===== config.mk =====
export PLATFORM = sky130hd
export DESIGN_NAME = cost_function_unit_flat
export DESIGN_NICKNAME = d
export VERILOG_FILES = /design/src/rtl/cost_function_unit_if.sv /design/src/rtl/cost_function_unit.sv /design/src/flat_wrapper.sv
export SDC_FILE = /design/constraint.sdc
export NUM_CORES = 1
export LEC_CHECK = 0
export CORE_MARGIN = 2
export CORE_UTILIZATION = 50
export DETAILED_ROUTE_END_ITERATION = 6
export PLACE_DENSITY = 0.7
export SETUP_SLACK_MARGIN = 0.1
export SLEW_MARGIN = 25
export SYNTH_ARGS = -nofsm -noshare
export SYNTH_HDL_FRONTEND = slang
export SYNTH_SLANG_ARGS = --single-unit

===== constraint.sdc =====
create_clock -name clock -period 10.2 [get_ports clock]
set_clock_uncertainty 0.15 [all_clocks]
set_input_delay 2.04 -clock clock [delete_from_list [all_inputs] [get_ports clock]]
set_output_delay 2.04 -clock clock [all_outputs]
set_load 0.005 [all_outputs]

===== src/rtl/cost_function_unit_if.sv =====
// Bundle between the output perceptron, the cost unit and the network training port.
// master = perceptron/network side, slave = cost_function_unit.
interface cost_function_unit_if #(
  parameter int QN       = 6,
  parameter int QM       = 11,
  parameter int ERRCNT_W = 16
);
  localparam int BITWIDTH = QN + QM + 1;

  logic                       dataReadyP;
  logic signed [BITWIDTH-1:0] networkOutput;
  logic                       modelOutput;
  logic                       countEn;
  logic                       clearErr;
  logic        [BITWIDTH-1:0] costFunc;
  logic                       newCostFunc;
  logic                       predBit;
  logic                       busy;
  logic                       overrun;
  logic        [ERRCNT_W-1:0] errCount;

  modport master (
    output dataReadyP, networkOutput, modelOutput, countEn, clearErr,
    input  costFunc, newCostFunc, predBit, busy, overrun, errCount
  );

  modport slave (
    input  dataReadyP, networkOutput, modelOutput, countEn, clearErr,
    output costFunc, newCostFunc, predBit, busy, overrun, errCount
  );
endinterface


===== src/rtl/cost_function_unit.sv =====
// PLAN-sigmoid squared-error cost unit feeding the LSTM training port.
// Optional mismatch counter enabled by defining COSTFN_ERR_COUNT_EN.
module cost_function_unit #(
  parameter int QN       = 6,
  parameter int QM       = 11,
  parameter int ERRCNT_W = 16
) (
  input logic                 clock,
  input logic                 reset,
  cost_function_unit_if.slave bus
);
  localparam int BITWIDTH = QN + QM + 1;

  localparam logic [2:0] IDLE   = 3'd0;
  localparam logic [2:0] SIG    = 3'd1;
  localparam logic [2:0] SQR    = 3'd2;
  localparam logic [2:0] HOLD   = 3'd3;
  localparam logic [2:0] STROBE = 3'd4;

  localparam logic [BITWIDTH-1:0] ONE_W   = BITWIDTH'(1 << QM);
  localparam logic [BITWIDTH-1:0] SAT_A   = BITWIDTH'(5 << QM);
  localparam logic [BITWIDTH-1:0] MID_A   = BITWIDTH'(19 << (QM - 3));
  localparam logic [BITWIDTH-1:0] OFF_HI  = BITWIDTH'(27 << (QM - 5));
  localparam logic [BITWIDTH-1:0] OFF_MID = BITWIDTH'(5 << (QM - 3));
  localparam logic [BITWIDTH-1:0] OFF_LO  = BITWIDTH'(1 << (QM - 1));
  localparam logic [BITWIDTH-1:0] MAX_POS = {1'b0, {(BITWIDTH-1){1'b1}}};
  localparam logic signed [BITWIDTH-1:0] MOST_NEG = {1'b1, {(BITWIDTH-1){1'b0}}};
  localparam logic [QM:0] ONE_S = (QM+1)'(1 << QM);
  localparam logic [QM:0] HALF_S = (QM+1)'(1 << (QM - 1));

  // Piecewise-linear sigmoid; |most negative| saturates to the largest positive magnitude.
  function automatic logic [QM:0] plan_sigmoid(input logic signed [BITWIDTH-1:0] x);
    logic [BITWIDTH-1:0] a;
    logic [BITWIDTH-1:0] y;
    logic                neg;
    neg = x[BITWIDTH-1];
    if (x == MOST_NEG)
      a = MAX_POS;
    else if (neg)
      a = $unsigned(-x);
    else
      a = $unsigned(x);
    if (a >= SAT_A)
      y = ONE_W;
    else if (a >= MID_A)
      y = (a >> 5) + OFF_HI;
    else if (a >= ONE_W)
      y = (a >> 3) + OFF_MID;
    else
      y = (a >> 2) + OFF_LO;
    return (QM+1)'(neg ? ONE_W - y : y);
  endfunction

  function automatic logic [BITWIDTH-1:0] sq_cost(input logic [QM:0] sig, input logic tgt);
    logic [QM:0]     d;
    logic [2*QM+1:0] dd;
    d  = tgt ? ONE_S - sig : sig;
    dd = (2*QM+2)'(d);
    return BITWIDTH'((dd * dd) >> QM);
  endfunction

  logic [2:0]                 state;
  logic                       rdy_q;
  logic                       start;
  logic signed [BITWIDTH-1:0] x_p0;
  logic                       tgt_p0;
  logic [QM:0]                sig_next;
  logic [QM:0]                sig_p1;
  logic [BITWIDTH-1:0]        cost_p2;
  logic                       strobe;
  logic                       pred;
  logic                       busy;
  logic                       overrun;
  logic [ERRCNT_W-1:0]        err_count;

  assign start    = bus.dataReadyP & ~rdy_q;
  assign sig_next = plan_sigmoid(x_p0);

  // Stage p0/p1 data capture (no reset: qualified by the FSM)
  always_ff @(posedge clock) begin
    if (state == IDLE && start) begin
      x_p0   <= bus.networkOutput;
      tgt_p0 <= bus.modelOutput;
    end
    if (state == SIG)
      sig_p1 <= sig_next;
  end

  always_ff @(posedge clock or posedge reset) begin
    if (reset) begin
      state   <= IDLE;
      rdy_q   <= 1'b0;
      cost_p2 <= '0;
      strobe  <= 1'b0;
      pred    <= 1'b0;
      busy    <= 1'b0;
      overrun <= 1'b0;
    end else begin
      rdy_q  <= bus.dataReadyP;
      strobe <= 1'b0;
      if (start && state != IDLE)
        overrun <= 1'b1;
      case (state)
        IDLE: begin
          if (start) begin
            state <= SIG;
            busy  <= 1'b1;
          end
        end
        SIG: begin
          pred  <= (sig_next >= HALF_S);
          state <= SQR;
        end
        // Stage p2: cost registered here so it is stable a full cycle before the strobe
        SQR: begin
          cost_p2 <= sq_cost(sig_p1, tgt_p0);
          state   <= HOLD;
        end
        HOLD: begin
          strobe <= 1'b1;
          state  <= STROBE;
        end
        STROBE: begin
          busy  <= 1'b0;
          state <= IDLE;
        end
        default: begin
          busy  <= 1'b0;
          state <= IDLE;
        end
      endcase
    end
  end

`ifdef COSTFN_ERR_COUNT_EN
  logic cnt_en_p0;

  always_ff @(posedge clock) begin
    if (state == IDLE && start)
      cnt_en_p0 <= bus.countEn;
  end

  always_ff @(posedge clock or posedge reset) begin
    if (reset)
      err_count <= '0;
    else if (bus.clearErr)
      err_count <= '0;
    else if (state == STROBE && cnt_en_p0 && (pred != tgt_p0) && (err_count != '1))
      err_count <= err_count + ERRCNT_W'(1);
  end
`else
  logic unused_ctl;
  assign unused_ctl = bus.countEn ^ bus.clearErr;
  assign err_count  = '0;
`endif

  assign bus.costFunc    = cost_p2;
  assign bus.newCostFunc = strobe;
  assign bus.predBit     = pred;
  assign bus.busy        = busy;
  assign bus.overrun     = overrun;
  assign bus.errCount    = err_count;
endmodule


===== src/flat_wrapper.sv =====
// flat-port wrapper written by rule: the top's interface ports become plain ports
module cost_function_unit_flat 
#(
  parameter int QN       = 6,
  parameter int QM       = 11,
  parameter int ERRCNT_W = 16
)
  (clock, reset, bus_dataReadyP, bus_networkOutput, bus_modelOutput, bus_countEn, bus_clearErr, bus_costFunc, bus_newCostFunc, bus_predBit, bus_busy, bus_overrun, bus_errCount);
  cost_function_unit_if #(.QN(QN), .QM(QM), .ERRCNT_W(ERRCNT_W)) bus_i ();
  input logic clock;
  input logic reset;
  input wire logic [$bits(bus_i.dataReadyP)-1:0] bus_dataReadyP;
  input wire logic [$bits(bus_i.networkOutput)-1:0] bus_networkOutput;
  input wire logic [$bits(bus_i.modelOutput)-1:0] bus_modelOutput;
  input wire logic [$bits(bus_i.countEn)-1:0] bus_countEn;
  input wire logic [$bits(bus_i.clearErr)-1:0] bus_clearErr;
  output wire logic [$bits(bus_i.costFunc)-1:0] bus_costFunc;
  output wire logic [$bits(bus_i.newCostFunc)-1:0] bus_newCostFunc;
  output wire logic [$bits(bus_i.predBit)-1:0] bus_predBit;
  output wire logic [$bits(bus_i.busy)-1:0] bus_busy;
  output wire logic [$bits(bus_i.overrun)-1:0] bus_overrun;
  output wire logic [$bits(bus_i.errCount)-1:0] bus_errCount;
  assign bus_i.dataReadyP = bus_dataReadyP;
  assign bus_i.networkOutput = bus_networkOutput;
  assign bus_i.modelOutput = bus_modelOutput;
  assign bus_i.countEn = bus_countEn;
  assign bus_i.clearErr = bus_clearErr;
  assign bus_costFunc = bus_i.costFunc;
  assign bus_newCostFunc = bus_i.newCostFunc;
  assign bus_predBit = bus_i.predBit;
  assign bus_busy = bus_i.busy;
  assign bus_overrun = bus_i.overrun;
  assign bus_errCount = bus_i.errCount;
  cost_function_unit #(.QN(QN), .QM(QM), .ERRCNT_W(ERRCNT_W)) u_core (.clock(clock), .reset(reset), .bus(bus_i));
endmodule

==> results of run 1 <==
placed cells by master, fill, tap and decap left out, types with 4 or more instances in the layout:
cell	n
inv_1	141
dfrtp_1	21
clkdlybuf4s50_1	38
fa_1	79
nand2_1	79
o211ai_1	7
and2_1	5
xnor2_1	35
ha_1	63
nand2b_1	6
nand3_1	19
o21ai_0	29
a21o_1	7
a21oi_1	25
conb_1	21
nand4_1	10
or3_1	7
and3_1	6
xor2_1	21
or2_2	4
edfxtp_1	31
a31oi_1	9
clkbuf_16	5
nor2_1	68
nor3_1	9
o31ai_1	11
critical path, stage by stage, from the launching register on:
cell and delay, ps:
edfxtp_1 520, inv_1 220, ha_1 230, nand2_1 100, or4_1 450, o41ai_1 510
xor2_1 580, nor2_1 220, fa_1 550, inv_1 60, fa_1 550, inv_1 70
fa_1 510, fa_1 520, fa_1 490, ha_1 330, and2_1 160, o21ai_0 140
o31ai_1 200, a221oi_1 540, nor2_1 110, a2111oi_0 540, xnor2_1 180, o21ai_1 70
layout make-up:
type | count | area, µm² | area share, %
inverter | 143 | 536.8 | 6.678
sequential | 52 | 1456 | 18.12
tap | 184 | 230.2 | 2.864
multi-input combinational | 609 | 5261 | 65.46
clock buffer | 5 | 125.1 | 1.557
clock inverter | 3 | 25.02 | 0.3113
timing repair buffer | 41 | 402.9 | 5.012
sequential cells by signal, summed over array words and instances, names as in the netlist:
signal                  count
u_core.sig_p1              12
u_core.bus.predBit          1
u_core.bus.newCostFunc      1
u_core.bus.overrun          1
u_core.bus.costFunc        13
u_core.state                3
u_core.rdy_q                1
u_core.x_p0                18
u_core.bus.busy             1
u_core.tgt_p0               1
metrics by stage:
step                std cells  hold WS (ps)  instance area (µm²)  setup slack (ps)  util [%]
detailed placement       1029         303.2                 7881              2135     54.23
global route             1037         359.5                 8038              1535     55.30
floorplan                 852         301.0                 7522              3035         -
finish                   1037         315.3                 8038              2050     55.30
global placement         1029         300.6                 7881              2246     54.23
CTS                      1037         321.1                 8031              2106     55.26
cells by family (layout without fill, tap and decap cells):
family,Yosys count,after routing,share of synthesized area (%)
multiplexers,4,4,0.5712
AND/OR/NAND/NOR,247,247,16.68
adder cells (fa/ha/maj),142,142,31.82
buffers and inverters,191,192,11.02
XOR/XNOR,57,57,6.804
AO/OA/AOI/OAI,138,138,13.49
other,1,21,0.05035
flip-flops,52,52,19.56
routing by layer:
| metal | vias up | part of all wire (%) |
|---|---|---|
| met4 | 0 | 0.95 |
| li1 | 2772 | - |
| met5 | - | 0 |
| met3 | 10 | 4.9 |
| met1 | 2818 | 47 |
| met2 | 149 | 47 |
path summary, 6_finish.rpt:
path	startpoint	end	slack [ps]	depth (start not counted)
setup / recovery	u_core.sig_p1[0]	u_core.bus.costFunc[12]	2050	23
hold / removal	u_core.bus.overrun	u_core.bus.overrun	320	1
setup reg to reg	u_core.sig_p1[0]	u_core.bus.costFunc[12]	2050	23
hold reg to reg	u_core.bus.overrun	u_core.bus.overrun	320	1
max in group asynchronous	reset	u_core.bus.costFunc[12]	7590	2
min in group asynchronous	reset	u_core.bus.overrun	1940	2
==> flow_metrics.py, run 1 <==
metrics = {
    "run_status": {
        "outcome": "complete, no violations",
    },
    "cts": {
        "clock_latency_ps": 310,
        "clockBufferDepth": 2,
        "cts_tree": "yes",
        "post_cts_resized": 0,
        "cts_buffers": 5,
        "clk_pin_slew_ps": 80,
        "clock_sinks": 52,
        "htreeDepth": 2,
        "cts_setup_buffers": 0,
        "ctsHoldBuffers": 0,
        "clockRootBuffer": "clkbuf_16",
    },
    "sta": {
        "slew_headroom_pct": 43.24,
        "rsz0062_at_grt": "no",
        "max_freq_mhz": 122.7,
        "hold_viol": 0,
        "fin_crit_sh_pct": 79.90,
        "tightest_slew_ps": 849.3,
        "setup_tns_ps": 0,
        "setup_viol": 0,
        "finalCriticalPeriod_ps": 8150,
        "slew_violations": 0,
    },
    "grt": {
        "grt_start_max_net_pins": 37,
        "overflow": 0,
        "use_met2_pct": 33.30,
        "grtUsageMet1_pct": 29.77,
        "busiest_layer": "met2",
        "antenna_found_initial": 0,
        "grt_util_met3_pct": 2.506,
        "track_usage_pct": 20.43,
        "grt_pass1_wl_um": 26670,
        "grt_pass1_vias": 5630,
    },
    "route": {
        "drt_first_iter_violations": 393,
        "ant_nets": 0,
        "route.detailed.drc": 0,
        "dr.pass1.iters": 5,
        "routed_via_density": 5.544,
        "wire_per_inst_um": 15.03,
        "totalWireLength_um": 15590,
        "vias": 5749,
    },
    "placement": {
        "port_buffers": 38,
        "gp_congestion": 0.8903,
        "dp_hpwl_um": 12360,
    },
    "synth": {
        "synth.most_common_cell": "inv_1",
        "synth.area.top_cells": "fa_1, edfxtp_1, ha_1, inv_1, dfrtp_1",
        "syn_area_mm2": 0.007447,
        "avgSynthCellArea_um2": 8.951,
        "ys_seq_area_share_pct": 19.56,
        "synth_top_area_cell": "fa_1",
        "synth_cell_type_count": 86,
        "synth.top_cell.area_share_pct": 21.24,
        "synth_edf_count": 31,
        "synth-seq-cells": 52,
        "ys_warn_count": 0,
        "ys_top_cells_by_count": "inv_1, fa_1, nand2_1",
        "ys_async_sr_fraction_pct": 40.38,
        "synth_ff_type": "edfxtp_1",
        "synthCells": 832,
    },
    "floorplan": {
        "start_util_pct": 51.24,
        "core_mm2": 0.01453,
        "pin_count": 62,
        "chipWidth_um": 126.0,
        "rows": 44,
        "fp.dieH_um": 126.0,
        "dieArea_mm2": 0.01589,
    },
    "final_layout": {
        "num-nets-final": 1018,
        "n_fill_cell": 1332,
        "drive_gt1_share_pct": 4.338,
        "syn2layout_area_growth_pct": 7.930,
        "num_antenna_cells": 0,
    },
    "setup_path": {
        "crit_path_start_kind": "register",
        "cp_max_fo": 8,
        "critical_path_required_ps": 10210,
        "end_kind": "register",
        "cp.arrival_ps": 8160,
        "critical_path_class": "register to register",
    },
    "run": {
        "maxCapViolCount": 0,
    },
    "hold_path": {
        "hold_path.class": "register to register",
    },
}
Power of run 1 is not shown: default switching activity piles up to over one toggle a cycle in this logic, so the estimate is an artifact.
==> run 2: changes to the inputs <==
==> constraint.sdc (replaced) <==
create_clock -name clock -period 8.55 [get_ports clock]
set_clock_uncertainty 0.15 [all_clocks]
set_input_delay 1.71 -clock clock [delete_from_list [all_inputs] [get_ports clock]]
set_output_delay 1.71 -clock clock [all_outputs]
set_load 0.005 [all_outputs]
==> run 2 against run 1 <==
Non-clock buffer count up 4. Die area unchanged. Design area up 0.37%. Sequential cell count unchanged. Utilization up 0.21 points. Worst setup slack worse by 1300 ps. Critical path depth up 3. Register-to-register slack worse by 1300 ps. Global-route usage up 0.61 points. Routed wire length up 1.0%. Critical path type unchanged. Highest routed layer unchanged.
==> flow_metrics.py, run 2 (same netlist as run 1, synthesis figures left out) <==
metrics = {
    "cts": {
        "cts_setup_buffers": 0,
        "clock_sinks": 52,
        "clock_latency_ps": 310,
        "clockRootBuffer": "clkbuf_16",
        "cts_tree": "yes",
        "cts_buffers": 5,
        "clockBufferDepth": 2,
        "htreeDepth": 2,
        "clk_pin_slew_ps": 80,
        "ctsHoldBuffers": 0,
        "post_cts_resized": 0,
    },
    "setup_path": {
        "critical_path_required_ps": 8570,
        "cp_max_fo": 6,
        "crit_buf_inv": 6,
        "cp.arrival_ps": 7840,
        "crit_path_start_kind": "register",
        "cpPeakStageDelay_ps": 530,
        "critical-path-top-delay-family": "adder cells",
        "crit_path_top_delay_cell": "fa_1",
        "critical_path_class": "register to register",
        "end_kind": "register",
    },
    "sta": {
        "hold_viol": 0,
        "finalCriticalPeriod_ps": 7819,
        "slew_headroom_pct": 40.25,
        "rsz0062_at_grt": "no",
        "setup_slack_ps": 730.5,
        "setup_viol": 0,
        "setup_tns_ps": 0,
        "tightest_slew_ps": 894.1,
        "slew_violations": 0,
        "fin_crit_sh_pct": 91.46,
        "max_freq_mhz": 127.9,
    },
    "route": {
        "vias": 5749,
        "route.detailed.drc": 0,
        "drt_first_iter_violations": 358,
        "totalWireLength_um": 15750,
        "dr.pass1.iters": 5,
        "ant_nets": 0,
        "wire_per_inst_um": 15.13,
        "routed_via_density": 5.523,
    },
    "grt": {
        "track_usage_pct": 21.04,
        "antenna_found_initial": 0,
        "grt_start_max_net_pins": 37,
        "grt_pass1_vias": 5699,
        "overflow": 0,
        "grt_pass1_wl_um": 27430,
    },
    "placement": {
        "gp_congestion": 0.8914,
        "dp_hpwl_um": 12630,
        "place_ws_ps": 779.6,
        "port_buffers": 38,
        "place_inst": 1033,
    },
    "floorplan": {
        "core_mm2": 0.01453,
        "start_util_pct": 51.24,
        "rows": 44,
        "dieArea_mm2": 0.01589,
        "pin_count": 62,
        "chipWidth_um": 126.0,
        "fp.dieH_um": 126.0,
    },
    "final_layout": {
        "top_register": "u_core.x_p0",
        "drive_gt1_share_pct": 4.784,
        "syn2layout_area_growth_pct": 8.333,
        "num-nets-final": 1022,
        "n_fill_cell": 1353,
        "num_antenna_cells": 0,
        "instances_no_fill": 1041,
        "final_common_cell": "inv_1",
        "layout_common_cells": "inv_1, nand2_1, fa_1",
        "largest_reg_flops": 18,
    },
    "run": {
        "maxCapViolCount": 0,
    },
    "hold_path": {
        "hold_path.class": "register to register",
    },
    "run_status": {
        "outcome": "complete, no violations",
    },
}
==> run 2: cell count changes in the layout (fill, tap and decap cells not counted) <==
cell   change
buf_4      +4
==> run 2: worst paths after layout <==
| kind | endpoint | slack (ps) | start | cells after the start |
|---|---|---|---|---|
| setup / recovery | u_core.bus.costFunc[12] | 730 | u_core.sig_p1[0] | 26 |
| hold / removal | u_core.bus.overrun | 330 | u_core.bus.overrun | 1 |
| setup reg to reg | u_core.bus.costFunc[12] | 730 | u_core.sig_p1[0] | 26 |
| hold reg to reg | u_core.bus.overrun | 330 | u_core.bus.overrun | 1 |
| max in group asynchronous | u_core.bus.costFunc[7] | 6240 | reset | 2 |
| min in group asynchronous | u_core.bus.overrun | 1620 | reset | 2 |
==> run 2: worst register-to-register path: stages (launching register included) <==
cell and delay [ps]:
edfxtp_1 390, inv_1 190, ha_1 240, nand2_1 100, or4_1 450, o41ai_1 490
xor2_1 310, buf_4 240, nor2_1 180, inv_1 90, fa_1 530, inv_1 50
fa_1 520, inv_1 50, fa_1 520, inv_1 50, fa_1 500, fa_1 430
ha_1 310, and2_1 160, o21ai_0 150, o31ai_1 210, a221oi_1 530, nor2_1 100
a2111oi_0 490, xnor2_1 180, o21ai_1 70
==> run 2: per-layer routing <==
metal | part of all wire, % | GRT usage, % | routed length (µm) | vias up
met5 | 0 | 0 | 0 | -
met4 | 1.1 | 4.008 | 173 | 0
met3 | 4.4 | 2.846 | 698 | 18
met2 | 48 | 33.97 | 7508 | 160
met1 | 47 | 30.67 | 7374 | 2783
li1 | - | - | - | 2788
==> run 2: metrics by stage <==
stage | utilization [%] | hold slack [ps] | instance area (µm²)
6_report | 55.51 | 329.2 | 8068
3_3_place_gp | 54.43 | 300.4 | 7911
4_1_cts | 55.47 | 331.7 | 8061
3_5_place_dp | 54.43 | 313.0 | 7911
5_1_grt | 55.51 | 368.7 | 8068
2_1_floorplan | - | 301.0 | 7522
==> run 2: area by class of cell <==
type | count | area [µm²] | share of cell area (%)
Sequential cell | 52 | 1456 | 18.05
Clock buffer | 5 | 125.1 | 1.551
Inverter | 143 | 536.8 | 6.653
Timing Repair Buffer | 45 | 432.9 | 5.366
Clock inverter | 3 | 25.02 | 0.3102
Multi-Input combinational cell | 609 | 5261 | 65.21
Tap cell | 184 | 230.2 | 2.854
Power of run 2 is left out for the same reason.
==> patch 1 (settings of run 2) <==
Build with the macro `COSTFN_ERR_COUNT_EN` defined.
--- a/src/rtl/cost_function_unit.sv
+++ b/src/rtl/cost_function_unit.sv
@@ -1,4 +1,6 @@
 // PLAN-sigmoid squared-error cost unit feeding the LSTM training port.
 // Optional mismatch counter enabled by defining COSTFN_ERR_COUNT_EN.
+`define COSTFN_ERR_COUNT_EN
+
 module cost_function_unit #(
   parameter int QN       = 6,
Formal check against the unedited RTL: not equivalent (Yosys sat finds a counterexample within 10 cycles, from zero or initial values and one cycle with reset high).
==> patch 1 against run 2 <==
Routed wire length about the same; sequential cell count rose by 17; global-route usage decreased by 0.74 points; final area grew 10%; count of clock-buffer cells in the layout is 4 higher; non-clock buffer count up 17; via count rose by 4.2%; setup slack lost 0.19 ns; synthesized area up 5.8%; core utilization grew 2.6 points.
Power is left out: the tool's default activity adds up to more than one toggle a clock period on the data nets, which glitch-free logic cannot reach.
==> patch 1: results (changes against run 2) <==
- CP max stage delay: 0.59 ns (+0.06 ns)
- Async SR Flop Fraction: 53.6% (+13 points)
- Final min period: 8.01 ns (+0.192 ns)
- Least-Margin Pin Slew: 0.956 ns (+0.0619 ns)
- Synth Flop Type: dfrtp_1
- Wirelength per Cell: 13.9 um (-8.2%)
- Worst skew pair latency: 0.33 ns (+0.02 ns)
- Num CTS Buffers: 9 (+4)
- First-pass GRT wire length: 27700 um (+0.88%)
- Initial drt markers: 287 (-20%)
- Wl on met1: 7620 um (+3.3%)
- Gr usage total: 20.3% (-0.74 points)
- Layout cells sized above 1: 4.77% (-0.012 points)
- Fin nets: 1084 (+6.1%)
- Root Driver: clkbuf_16
- Met2 routed WL: 7200 um (-4.1%)
- Worst R2R Setup Slack: 0.54 ns (-0.19 ns)
- Fin Hold WS: 0.333 ns (+0.00391 ns)
- Sequential fraction of the synthesis area: 23.9% (+4.4 points)
- Pre-CTS setup slack: 0.512 ns (-0.268 ns)
- Final WL: 15700 um (about the same)
- Largest cells by area after synthesis: fa_1 (20%), edfxtp_1 (12%), dfrtp_1 (12%), ha_1 (10%), inv_1 (7.7%)
- Crit-path max FO: 9 (+3)
- Met3 usage: 2.73% (-0.12 points)
- Slowest cell on crit path: or4_1
- Worst setup path end: u_core.bus.costFunc[11]$_DFFE_PP0P_
- Status: complete, no violations
- Synth Instances: 872 (+4.8%)
- Worst path arrival time: 8.04 ns (+0.20 ns)
- Number of enable flip-flop cells after synthesis: 32 (+3.2%)
- Synth top cells by count: inv_1 (161), nand2_1 (80), fa_1 (79), nor2_1 (70), ha_1 (64)
- Yosys cell types: 72 (-16%)
- Hold path cells: 2 (+1)
- Clock transition at the registers of the reported paths: 0.06 ns (-0.02 ns)
- GRT met2 Usage: 32.4% (-1.6 points)
- Drt via density: 5.29 (-4.3%)
- Final GP Congestion: 0.907 (+1.8%)
- Htree depth: 3 (+1)
- Routed length on met3: 731 um (+4.7%)
- I/O Buffers: 56 (+47%)
- Number of global-route vias before repair: 5925 (+4.0%)
- Pin count of the biggest net entering global routing: 41 (+11%)
- Fillers: 1369 (+1.2%)
- CTS Buffer Depth: 2 (unchanged)
- HP Start: u_core.bus.costFunc[8]$_DFFE_PP0P_
-- patch 1: cell types whose count changed in the layout (fill, tap and decap cells not counted), moves of 9 or more --
cell / delta
inv_1: +20
clkdlybuf4s50_1: +18
conb_1: -16
dfrtp_1: +16
o21ai_0: +12
or3_1: +9
-- patch 1: layout make-up --
cell class / count / share of cell area, %
timing repair buffer: 62 / 6.80
multi-input combinational: 612 / 59.0
clock inverter: 7 / 0.661
sequential: 69 / 21.2
tap: 211 / 2.97
clock buffer: 9 / 2.53
inverter: 163 / 6.87
-- patch 1: logic make-up after synthesis --
family          after synthesis  share of synthesized area, %
compound gates              145                          12.6
xor+xnor                     65                          7.32
fa+ha+maj                   143                          30.2
buf+inv                     195                          9.91
flops                        69                          23.9
mux                           6                         0.810
other cells                   1                        0.0476
simple gates                248                          15.2
-- patch 1: worst min-delay path, cell delays in order, from the launching register on --
cell and delay [ns]:
dfrtp_1 0.34, nand2_1 0.05, o21ai_0 0.06
==> patch 2 (flow settings as in run 2) <==
Made on the original files. `QN` is set to 6 in 3 places; all go to 3.
--- a/src/rtl/cost_function_unit_if.sv
+++ b/src/rtl/cost_function_unit_if.sv
@@ -2,5 +2,5 @@
 // master = perceptron/network side, slave = cost_function_unit.
 interface cost_function_unit_if #(
-  parameter int QN       = 6,
+  parameter int QN       = 3,
   parameter int QM       = 11,
   parameter int ERRCNT_W = 16
--- a/src/rtl/cost_function_unit.sv
+++ b/src/rtl/cost_function_unit.sv
@@ -2,5 +2,5 @@
 // Optional mismatch counter enabled by defining COSTFN_ERR_COUNT_EN.
 module cost_function_unit #(
-  parameter int QN       = 6,
+  parameter int QN       = 3,
   parameter int QM       = 11,
   parameter int ERRCNT_W = 16
--- a/src/flat_wrapper.sv
+++ b/src/flat_wrapper.sv
@@ -2,5 +2,5 @@
 module cost_function_unit_flat 
 #(
-  parameter int QN       = 6,
+  parameter int QN       = 3,
   parameter int QM       = 11,
   parameter int ERRCNT_W = 16
Ports: changed (resized bus_costFunc and bus_networkOutput); port bits go from 62 to 56. The function was not compared with the original's and may differ.
==> patch 2 against run 2 <==
Worst hold slack lost 0.013 ns; setup slack lost 0.041 ns; synthesized area shrank 6.9%; final area shrank 6.3%; routed wire length shrank 6.4%; core utilization shrank 0.40 points; sequential cell count shrank 3; highest routed layer unchanged.
Power is not shown: default switching activity piles up to over one toggle a cycle in this logic, so the estimate is an artifact.
==> patch 2: results (changes against run 2) <==
- Crit-path max FO: 9 (+3)
- Fillers: 1252 (-7.5%)
- Number of enable flip-flop cells after synthesis: 28 (-9.7%)
- Worst path arrival time: 7.86 ns (+0.02 ns)
- Synth top cells by count: inv_1 (151), fa_1 (79), nand2_1 (71), ha_1 (63), nor2_1 (59)
- Status: complete, no violations
- Largest cells by area after synthesis: fa_1 (23%), edfxtp_1 (12%), ha_1 (11%), inv_1 (8.2%), dfrtp_1 (7.6%)
- Layout cells sized above 1: 5.42% (+0.64 points)
- GRT met2 Usage: 37.6% (+3.7 points)
- Gr usage total: 21.1% (+0.078 points)
- Pre-CTS setup slack: 0.601 ns (-0.178 ns)
- Largest register FFs: 15 (-3)
- Met3 usage: 2.95% (+0.10 points)
- Synth Area in Compound Gates: 13.1% (-0.41 points)
- Fin nets: 955 (-6.6%)
- Post-synthesis mux area share: 0.992% (+0.42 points)
- Sequential fraction of the synthesis area: 19.7% (+0.14 points)
- Number of global-route vias before repair: 5355 (-6.0%)
- First-pass GRT wire length: 25000 um (-8.8%)
- Met1 Use GR: 27.0% (-3.6 points)
- Async SR Flop Fraction: 42.9% (+2.5 points)
- Final WL: 14700 um (-6.4%)
- Xor/xnor cell area share of the yosys netlist: 5.56% (-1.2 points)
- Adder-cell share of the synthesized area: 34.2% (+2.3 points)
- Hpwl dp: 12200 um (-3.3%)
- Initial drt markers: 235 (-34%)
==> patch 2: logic make-up after synthesis <==
logic type | Yosys count
other | 1
AO/OA/AOI/OAI | 126
adder cells (fa/ha/maj) | 142
flip-flops | 49
multiplexers | 6
buffers and inverters | 187
XOR/XNOR | 44
AND/OR/NAND/NOR | 208
==> patch 2: cell type report <==
class | count | area share (%)
Clock inverter | 3 | 0.265
Sequential cell | 49 | 18.1
Inverter | 151 | 7.50
Clock buffer | 5 | 1.65
Multi-Input combinational cell | 544 | 64.3
Tap cell | 180 | 2.98
Timing Repair Buffer | 41 | 5.23
==> patch 2: per-layer routing <==
metal  vias to the layer above  share of wire, %
li1                       2526                 -
met1                      2558                44
met2                       116                51
met3                        21               3.0
met4                         0               2.0
met5                         -                 0
==> patch 2: stage by stage <==
step / hold WS (ns) / area (um^2) / cells
finish: 0.316 / 7560 / 973
global route: 0.363 / 7560 / 973
CTS: 0.325 / 7550 / 973
detailed placement: 0.307 / 7410 / 965
global placement: 0.289 / 7400 / 965
floorplan: 0.301 / 7000 / 780
==> patch 2: timing repair <==
action                                  4_1_cts  5_1_grt
resized for setup                             0        1
setup buffers                                 0        0
endpoints found under the setup margin        0        1
==> patch 2: final timing paths <==
path | from | endpoint | slack, ns | cells after the start
min in group asynchronous | reset | u_core.bus.busy$_DFFE_PP0P_ | 1.63 | 2
max in group asynchronous | reset | u_core.bus.costFunc[10]$_DFFE_PP0N_ | 6.20 | 2
setup / recovery | u_core.sig_p1[2]$_DFFE_PP_ | u_core.bus.costFunc[12]$_DFFE_PP0N_ | 0.69 | 26
hold / removal | u_core.bus.overrun$_DFFE_PP0P_ | u_core.bus.overrun$_DFFE_PP0P_ | 0.32 | 1
setup reg to reg | u_core.sig_p1[2]$_DFFE_PP_ | u_core.bus.costFunc[12]$_DFFE_PP0N_ | 0.69 | 26
hold reg to reg | u_core.bus.overrun$_DFFE_PP0P_ | u_core.bus.overrun$_DFFE_PP0P_ | 0.32 | 1
